[src/rtl/attack_sequencer.sv]
// attack_sequencer: turns debounced attack buttons into a timed startup/active/recovery
// sequence and emits a single-clock attack code per landed hit.
module attack_sequencer #(
    parameter int L_STARTUP = 2,
    parameter int L_ACTIVE  = 2,
    parameter int L_RECOVER = 4,
    parameter int M_STARTUP = 4,
    parameter int M_ACTIVE  = 3,
    parameter int M_RECOVER = 8,
    parameter int H_STARTUP = 8,
    parameter int H_ACTIVE  = 4,
    parameter int H_RECOVER = 16,
    parameter int CNT_W     = 5
) (
    input  logic       clk,
    input  logic       reset,
    input  logic       frame_tick,
    input  logic       enable,
    input  logic       btn_light,
    input  logic       btn_medium,
    input  logic       btn_heavy,
    input  logic       in_range,
    output logic [2:0] attack_code,
    output logic       hit_strobe,
    output logic [1:0] anim_type,
    output logic [1:0] anim_phase,
    output logic       busy
);
    localparam logic [1:0] IDLE    = 2'b00;
    localparam logic [1:0] STARTUP = 2'b01;
    localparam logic [1:0] ACTIVE  = 2'b10;
    localparam logic [1:0] RECOVER = 2'b11;

    logic [1:0]       state, state_n, typ, typ_n;
    logic [CNT_W-1:0] cnt, cnt_n;
    logic [2:0]       hist, rise;
    logic             hit_done, hit_done_n, hit;

    function automatic logic [CNT_W-1:0] dur(input logic [1:0] ph, input logic [1:0] ty);
        logic [CNT_W-1:0] s, a, r;
        s = ty == 2'd3 ? CNT_W'(H_STARTUP) : ty == 2'd2 ? CNT_W'(M_STARTUP) : CNT_W'(L_STARTUP);
        a = ty == 2'd3 ? CNT_W'(H_ACTIVE)  : ty == 2'd2 ? CNT_W'(M_ACTIVE)  : CNT_W'(L_ACTIVE);
        r = ty == 2'd3 ? CNT_W'(H_RECOVER) : ty == 2'd2 ? CNT_W'(M_RECOVER) : CNT_W'(L_RECOVER);
        return ph == STARTUP ? s : ph == ACTIVE ? a : ph == RECOVER ? r : '0;
    endfunction

    assign rise = {btn_heavy, btn_medium, btn_light} & ~hist;

    always_comb begin
        state_n    = state;
        cnt_n      = cnt;
        typ_n      = typ;
        hit_done_n = hit_done;
        hit        = 1'b0;
        if (state == IDLE) begin
            if (enable && |rise) begin
                state_n = STARTUP;
                typ_n   = rise[2] ? 2'd3 : rise[1] ? 2'd2 : 2'd1;
                cnt_n   = dur(STARTUP, typ_n);
            end
        end else if (!enable) begin
            state_n = IDLE;
            cnt_n   = '0;
        end else begin
            hit        = state == ACTIVE && in_range && !hit_done;
            hit_done_n = hit_done | hit;
            if (frame_tick) begin
                if (cnt == CNT_W'(1)) begin
                    // phase codes are sequential, so RECOVER + 1 wraps to IDLE
                    state_n    = state + 2'd1;
                    cnt_n      = dur(state_n, typ);
                    hit_done_n = state_n == ACTIVE ? 1'b0 : hit_done_n;
                end else begin
                    cnt_n = cnt - CNT_W'(1);
                end
            end
        end
    end

    always_ff @(posedge clk) begin
        if (reset) begin
            state       <= IDLE;
            cnt         <= '0;
            typ         <= 2'd0;
            hist        <= 3'b000;
            hit_done    <= 1'b0;
            attack_code <= 3'b000;
            hit_strobe  <= 1'b0;
            anim_type   <= 2'b00;
            anim_phase  <= 2'b00;
            busy        <= 1'b0;
        end else begin
            state       <= state_n;
            cnt         <= cnt_n;
            typ         <= typ_n;
            hist        <= {btn_heavy, btn_medium, btn_light};
            hit_done    <= hit_done_n;
            attack_code <= hit ? {1'b0, typ} : 3'b000;
            hit_strobe  <= hit;
            anim_type   <= state_n == IDLE ? 2'b00 : typ_n;
            anim_phase  <= state_n;
            busy        <= state_n != IDLE;
        end
    end
endmodule

[config.mk]
export PLATFORM = sky130hd
export DESIGN_NAME = attack_sequencer
export DESIGN_NICKNAME = d
export VERILOG_FILES = /design/src/rtl/attack_sequencer.sv
export SDC_FILE = /design/constraint.sdc
export NUM_CORES = 1
export LEC_CHECK = 0
export CAP_MARGIN = 20
export CORE_MARGIN = 2
export CORE_UTILIZATION = 47
export CTS_CLUSTER_DIAMETER = 120
export CTS_CLUSTER_SIZE = 20
export DETAILED_ROUTE_END_ITERATION = 8
export PLACE_DENSITY = 0.74
export SLEW_MARGIN = 20
export SYNTH_ARGS = -nofsm -noshare
export SYNTH_HDL_FRONTEND = slang
export SYNTH_SLANG_ARGS = --single-unit
[constraint.sdc]
create_clock -name clk -period 1.61 [get_ports clk]
set_input_delay 0.2415 -clock clk [delete_from_list [all_inputs] [get_ports clk]]
set_output_delay 0.2415 -clock clk [all_outputs]
set_load 0.005 [all_outputs]
# Yosys cells after proc, flatten, opt, wreduce, memory -nomap -nowiden
# Index checks and enable logic that the tools add are counted.
classes:
  reduce_logical: 12
  n_bitwise: 5
  add_sub_neg: 2
  muxes: 30
  n_eq_ne: 11
op_table:
  columns: ["op", "count"]
  rows:
  - ["$mux W5", 9]
  - ["$mux W2", 9]
  - ["$eq A2 B2 Y1 const B", 7]
  - ["$mux W4", 3]
  - ["$mux W3", 3]
  - ["$mux W1", 6]
  - ["$eq A5 B1 Y1 const B", 1]
  - ["$sub A5 B1 Y5 const B", 1]
  - ["$logic_not A2 Y1", 2]
  - ["$reduce_and A2 Y1", 2]
  - ["$reduce_or A2 Y1", 2]
  - ["$and A3 B3 Y3", 1]
  - ["$logic_and A1 B1 Y1", 3]
  - ["$ne A3 B2 Y1 const B", 1]
  - ["$not A3 Y3", 1]
  - ["$reduce_or A3 Y1", 1]
  - ["$add A2 B1 Y2 const B", 1]
  - ["$eq A2 B1 Y1 const B", 1]
  - ["$ne A2 B1 Y1 const B", 1]
  - ["$not A1 Y1", 2]
  - ["$reduce_bool A2 Y1", 1]
  - ["$logic_not A1 Y1", 1]
  - ["$or A1 B1 Y1", 1]
totals:
  input_bits: 8
  out_inout_bits: 9
  elab_cells: 70
  register_bits: 20

# Logic depth before layout (Yosys ltp)
# Gate-level depths: netlist (run 1).
depth:
  depth_word: 10
  mapped_depth: 8
  depth_no_buf: 7

# Worst setup path before layout (run 1)
# No wires, ideal clock.
synth_timing:
  path_kind: "flip-flop to flip-flop"
  start: "register state[0]"
  end: "register anim_type[0]"
  arrival_time_ns: 1.670
  setup_ns: 0.123
  setup_slack_ns: -0.183
  required_ns: 1.487
  period_less_slack_ns: 1.793
  path_stages_with_launch: 9
  n_path_buf: 1
  cell_sequence: "dfxtp_1 > inv_1 > ha_1 > buf_4 > nand2_1 > a31oi_4 > a2111oi_1 > and2_1 > nor3_1"
synth_between:
  elab_chain_cells: 7
  word_cells_on_any_way: 10
  classes_between: "add/sub: 1; mux: 6; reduce/logical: 3"
synth_rtl:
  columns: ["element", "line_no", "text"]
  rows:
  - ["start: declaration", "34", "logic [1:0] state, state_n, typ, typ_n;"]
  - ["start signal: assignment", "93", "state <= state_n;"]
  - ["$add A2 B1 Y2", "70", "state_n = state + 2'd1;"]
  - ["$mux W2", "68", "if (cnt == CNT_W'(1)) begin"]
  - ["$mux W2", "67", "if (frame_tick) begin"]
  - ["$mux W2", "61", "end else if (!enable) begin"]
  - ["$mux W2", "55", "if (state == IDLE) begin"]
  - ["$logic_not A2 Y1", "100", "anim_type <= state_n == IDLE ? 2'b00 : typ_n;"]
  - ["$reduce_or A2 Y1 (no source line)", null, null]
  - ["end signal: assignment", "100", null]
  - ["end: declaration", "25", "output logic [1:0] anim_type,"]
# Parallel ways exist; a longest one is shown, timed or not.
# A chain may end at the register's enable or synchronous reset.

# Worst setup path in the final report (run 1)
layout_timing:
  start: "register cnt[1]"
  end: "register anim_type[0]"
layout_between:
  elab_chain_cells: 7
layout_rtl:
  columns: ["element", "line_no", "text"]
  rows:
  - ["start: declaration", "35", "logic [CNT_W-1:0] cnt, cnt_n;"]
  - ["start signal: assignment", "94", "cnt <= cnt_n;"]
  - ["$eq A5 B1 Y1", "68", null]
  - ["$mux W2", "68", null]
  - ["$mux W2", "67", null]
  - ["$mux W2", "61", null]
  - ["$mux W2", "55", null]
  - ["$logic_not A2 Y1", "100", null]
  - ["$reduce_or A2 Y1 (no source line)", null, null]
# Every way passes these cells.

==> results.yml, run 1 <==
timing:
  max_freq_mhz: 579
  rsz0062_at_grt: "yes"
  hold_violations: 0
  whs_ns: 0.482
  fin_crit_sh: 1.07
  timing.final.crit_period_ns: 1.73
  setup_violations: 7
  skew_ns: 0.00152
  worst_slack_ns: -0.118
  maxSlewViolCount: 0
  setup_tns_ns: -0.624
synth:
  synthXorXnorAreaFrac: 0.0163
  syn-cell-area_um2: 1070
  synth_compound_area_frac: 0.196
  ys_top_cells_by_area: "dfxtp_1 35%, ha_1 5.8%, nand3b_1 3.5%, nor2b_1 3.5%, a21oi_1 3.3%"
  synth_simple_gate_area_frac: 0.286
  ys_types: 42
  muxShareOfSynthArea: 0
  ys_seq_area_frac: 0.354
  ys_warn_count: 0
  synthesis.nets: 131
  syn_inst: 118
  async_flop_share: 0
  ys_ff_latch: 19
  synth_flop_cell: "dfxtp_1"
  yosysTopAreaCell: "dfxtp_1"
  postSynthAreaPerCell_um2: 9.10
  synthAdderAreaFrac: 0.0583
  yosysTopAreaCellShare: 0.354
  synth_top_family_by_area: "simple AND/OR/NAND/NOR gates"
  synth_edf_count: 0
floorplan:
  num_rows: 17
  core-area_um2: 2190
  die_area_um2: 2680
  io_pins: 17
  dieWidth_um: 51.8
  chipHeight_um: 51.8
  initial_core_util: 0.490
detailed_routing:
  wl_per_cell_um: 14.0
  firstDrtPassIters: 4
  drt-total-wl_um: 2630
  vias: 1016
  drc_errors: 0
  drt_iter0_drc: 35
  viasPerCell: 5.40
  ant_nets: 0
clocking:
  cts_root_buf: "clkbuf_4"
  cts.reportedPaths.clkPinSlew_ns: 0.11
  clockBufferDepth: 2
  htree_levels: 1
  clk_latency_ns: 0.30
  holdBufCountCts: 0
  numCtsBuffers: 3
  cts_tree: "built"
  clock-sinks: 19
power_and_ir_drop:
  power.leakage_nw: 0.599
  power_density_nw_per_um2: 750
  ir_drop_mv: 0.859
worst_setup_path:
  cpMostUsedCell: "buf_4"
  critical_path_class: "flop to flop"
  end_kind: "flop"
  path_max_fanout: 7
  critPathLaunchType: "flop"
  cp.arrival_ns: 1.92
  required_ns: 1.80
  cp_cell_sequence: "inv_2, ha_4, nor4b_4, buf_4, buf_4, and3_4, a2111oi_4, and2_4, nor3_1"
  cp_top_family: "simple AND/OR/NAND/NOR gates"
  cpMaxStageDelayCell: "dfxtp_2"
  critPathBufInv: 3
  max_stage_delay_ns: 0.35
placement:
  io_buffers: 15
  gp_congestion: 0.830
  dpl.hpwl_um: 1930
  place_area_um2: 1470
  place_ws_ns: -0.312
cells_and_area:
  drive_above_1_share: 0.388
  final_area_um2: 1560
  nets: 174
  antenna_cells: 0
  syn2layout_area_growth_pct: 45.6
global_route:
  grt_pass1_wl_um: 4500
  gr-total-overflow: 0
  grt_max_degree: 19
  grt_pass1_vias: 1016
  grtUsageTotal: 0.224
  antenna_found_initial: 0
status:
  status: "complete, but fails checks"
  violations: "setup timing"
run:
  timing.max_cap.violations: 0
worst_hold_path:
  hp-class: "flop to flop"
==> sequential cells by signal, summed over array words and instances, names as in the netlist <==
register,flops
state,2
busy,1
cnt,5
anim_type,2
hit_strobe,1
hist,3
attack_code,2
hit_done,1
typ,2
==> cells in the mapped netlist, drive strengths merged (4+ instances only) <==
cell type	n
nand2	5
dfxtp	19
nor3	4
ha	5
nor2	7
a21oi	7
buf	5
nand3b	5
inv	8
o21ai	6
nand3	4
nor2b	6
==> layout by cell type, fill, tap and decap left out, types with 4 or more instances in the layout <==
cell type and n:
a21oi_1 6, nand3b_1 5, buf_4 28, dfxtp_1 15, nand2_1 4, nor2_1 6, o21ai_1 4, clkdlybuf4s50_1 15
nor2b_1 6, inv_1 5
==> worst register-to-register path: stages (launching register included) <==
cell,delay (ns)
dfxtp_2,0.35
inv_2,0.05
ha_4,0.15
nor4b_4,0.12
buf_4,0.16
buf_4,0.14
and3_4,0.17
a2111oi_4,0.24
and2_4,0.21
nor3_1,0.04
==> metrics by stage <==
stage               utilization  power (mW)  instances
floorplan                     -       0.743        118
global placement          0.670       0.884        181
detailed placement        0.670       0.897        181
CTS                       0.704        1.16        188
global route              0.713        1.23        188
finish                    0.713        1.17        188
==> layer usage <==
metal | vias to the layer above | wire (um) | global-route usage | share of wire
met5 | - | 0 | 0 | 0
met4 | 0 | 14 | 0.0395 | 0.0053
met3 | 2 | 85 | 0.0431 | 0.032
met2 | 25 | 1400 | 0.415 | 0.53
met1 | 480 | 1140 | 0.270 | 0.43
li1 | 509 | - | - | -
==> timing repair <==
| action | 4_1_cts | 5_1_grt |
|---|---|---|
| setup endpoints to repair | 9 | 11 |
| gates resized for setup | 8 | 5 |
| pin swaps | 5 | 4 |
| setup buffers | 3 | 1 |
| endpoints found under the hold margin | 0 | 0 |
==> power breakdown <==
group | internal (mW) | switching (mW) | leakage (nW)
logic | 0.213 | 0.186 | 0.424
clock network | 0.0925 | 0.154 | 0.0177
registers | 0.503 | 0.0241 | 0.158
total | 0.808 | 0.364 | 0.599
==> layout make-up <==
| cell class | count | area [um2] |
|---|---|---|
| clock buffers | 3 | 22.5 |
| clock inverters | 1 | 5.00 |
| fillers | 171 | 628 |
| inverters | 8 | 30.0 |
| multi-input cells | 85 | 702 |
| flip-flops and latches | 19 | 388 |
| well taps | 28 | 35.0 |
| repair buffers | 44 | 380 |
==> logic make-up (layout without fill, tap and decap cells) <==
family                     Yosys count  count (layout)
AOI/OAI and AO/OA                   29              29
xor gates and xnor gates             2               2
adders and majority gates            5               5
buffers and inverters               14              56
DFF                                 19              19
other                                1               1
and+or+nand+nor                     48              48
==> final timing paths <==
kind | startpoint | end | slack [ns] | cells after the start
worst max-delay path | cnt[1] | anim_type[0] | -0.12 | 9
worst min-delay path | hit_done | hit_strobe | 0.48 | 1
worst max register to register | cnt[1] | anim_type[0] | -0.12 | 9
worst min register to register | hit_done | hit_strobe | 0.48 | 1
Note: power is estimated with default switching activity, not from simulation.
==> inputs of run 2 (changes only) <==
--- a/config.mk
+++ b/config.mk
@@ -9,9 +9,9 @@
 export CORE_MARGIN = 2
 export CORE_UTILIZATION = 47
 export CTS_CLUSTER_DIAMETER = 120
-export CTS_CLUSTER_SIZE = 20
 export DETAILED_ROUTE_END_ITERATION = 8
 export PLACE_DENSITY = 0.74
+export SKIP_LAST_GASP = 1
 export SLEW_MARGIN = 20
 export SYNTH_ARGS = -nofsm -noshare
 export SYNTH_HDL_FRONTEND = slang
==> run 2 against run 1 <==
  * The flow still finishes with violations (setup timing)
  * Combinational power is essentially flat
  * Count of clock-buffer cells in the layout is the same
  * Final cell count is the same
  * Power shrank 0.23%
  * Die area is the same
  * Critical path depth is the same
  * Setup slack gained 0.0015 ns
  * Clock power is essentially flat
  * Utilization grew 0.34 points
  * Flip-flop and latch count is the same
  * Critical endpoint unchanged
  * Largest cell class unchanged
==> results.yml, run 2 (synthesis gave the netlist of run 1 again) <==
placement:
  dp_cells: 181
  io_buffers: 15
  dpl.hpwl_um: 1930
  place_ws_ns: -0.312
  gp_congestion: 0.830
global_route:
  grtUsageTotal: 0.225
  grt_pass1_wl_um: 4520
  grt_max_degree: 19
  gr-total-overflow: 0
  antenna_found_initial: 0
  grt_pass1_vias: 1037
timing:
  setup_violations: 6
  maxSlewViolCount: 0
  skew_ns: 0.00371
  whs_ns: 0.486
  hold_violations: 0
  worst_slack_ns: -0.117
  fin_crit_sh: 1.07
  rsz0062_at_grt: "yes"
  timing.final.crit_period_ns: 1.73
  max_freq_mhz: 579
  setup_tns_ns: -0.569
detailed_routing:
  wl_per_cell_um: 14.0
  viasPerCell: 5.41
  vias: 1017
  firstDrtPassIters: 4
  drc_errors: 0
  ant_nets: 0
  drt_iter0_drc: 29
  drt-total-wl_um: 2630
clocking:
  clock-sinks: 19
  cts_tree: "built"
  clockBufferDepth: 2
  numCtsBuffers: 3
  htree_levels: 1
  holdBufCountCts: 0
  cts.reportedPaths.clkPinSlew_ns: 0.11
  cts_root_buf: "clkbuf_4"
  clk_latency_ns: 0.30
cells_and_area:
  antenna_cells: 0
  fin_cells: 188
  largest_register: "cnt"
  drive_above_1_share: 0.400
  syn2layout_area_growth_pct: 46.3
  layout_commonest_cell: "buf_4"
  largest_reg_flops: 5
  reg_top3: "cnt (5), hist (3)"
  nets: 174
  layout_common_cells: "27 x buf_4, 15 x dfxtp_1, 15 x clkdlybuf4s50_1"
power_and_ir_drop:
  ir_drop_mv: 0.850
  power_density_nw_per_um2: 745
  power.leakage_nw: 0.600
worst_setup_path:
  critPathBufInv: 3
  cp.arrival_ns: 1.92
  cp_cell_sequence: "inv_2, ha_4, nor4b_4, buf_6, buf_4, and3_4, a2111oi_4, and2_4, nor3_1"
  required_ns: 1.80
  end_kind: "flop"
  critPathLaunchType: "flop"
  max_stage_delay_ns: 0.35
  cp_top_family: "simple AND/OR/NAND/NOR gates"
  path_max_fanout: 7
  cpMaxStageDelayCell: "dfxtp_2"
  critical_path_class: "flop to flop"
status:
  status: "complete, but fails checks"
  violations: "setup timing"
floorplan:
  chipHeight_um: 51.8
  io_pins: 17
  initial_core_util: 0.490
  core-area_um2: 2190
  dieWidth_um: 51.8
  num_rows: 17
  die_area_um2: 2680
run:
  timing.max_cap.violations: 0
worst_hold_path:
  hp-class: "flop to flop"
## run 2: worst reg2reg max path: stages, from the launching register on
cell       delay, ns
dfxtp_2         0.35
inv_2           0.05
ha_4            0.15
nor4b_4         0.12
buf_6           0.13
buf_4           0.15
and3_4          0.17
a2111oi_4       0.25
and2_4          0.22
nor3_1          0.04
## run 2: what timing repair did
action	CTS	global route
setup endpoints to repair	9	11
buffers inserted	3	0
gates resized for setup	4	11
pin swaps	1	5
## run 2: cell type report
| class | instances | area [um2] |
|---|---|---|
| Inverter | 8 | 30.0 |
| Clock inverter | 1 | 5.00 |
| Clock buffer | 3 | 22.5 |
| Multi-Input combinational cell | 85 | 706 |
| Timing Repair Buffer | 44 | 384 |
| Sequential cell | 19 | 388 |
| Tap cell | 28 | 35.0 |
| Fill cell | 169 | 621 |
## run 2: final timing paths
check	endpoint	slack, ns	cells past startpoint	startpoint
min	hit_strobe	0.49	1	hit_done
max	anim_type[0]	-0.12	9	cnt[1]
max reg2reg	anim_type[0]	-0.12	9	cnt[1]
min reg2reg	hit_strobe	0.49	1	hit_done
## run 2: layer usage
| layer | part of all wire | vias up | GRT usage | routed length [um] |
|---|---|---|---|---|
| li1 | - | 510 | - | - |
| met1 | 0.42 | 477 | 0.264 | 1100 |
| met2 | 0.54 | 26 | 0.421 | 1410 |
| met3 | 0.037 | 4 | 0.0431 | 96 |
| met4 | 0.0088 | 0 | 0.0482 | 23 |
| met5 | 0 | - | 0 | 0 |
## run 2: report_power, final
group          switching [mW]  total, mW  internal [mW]  leakage (nW)
Combinational           0.186      0.399          0.213         0.425
Sequential             0.0237      0.527          0.503         0.158
Clock                   0.152      0.244         0.0925        0.0177
Total                   0.361       1.17          0.809         0.600
## run 2: metrics by stage
| step | util | power, mW | instance area (um2) |
|---|---|---|---|
| 5_1_grt | 0.717 | 1.23 | 1570 |
| 3_3_place_gp | 0.670 | 0.884 | 1470 |
| 4_1_cts | 0.702 | 1.16 | 1540 |
| 3_5_place_dp | 0.670 | 0.897 | 1470 |
| 6_report | 0.717 | 1.17 | 1570 |
| 2_1_floorplan | - | 0.743 | 1140 |
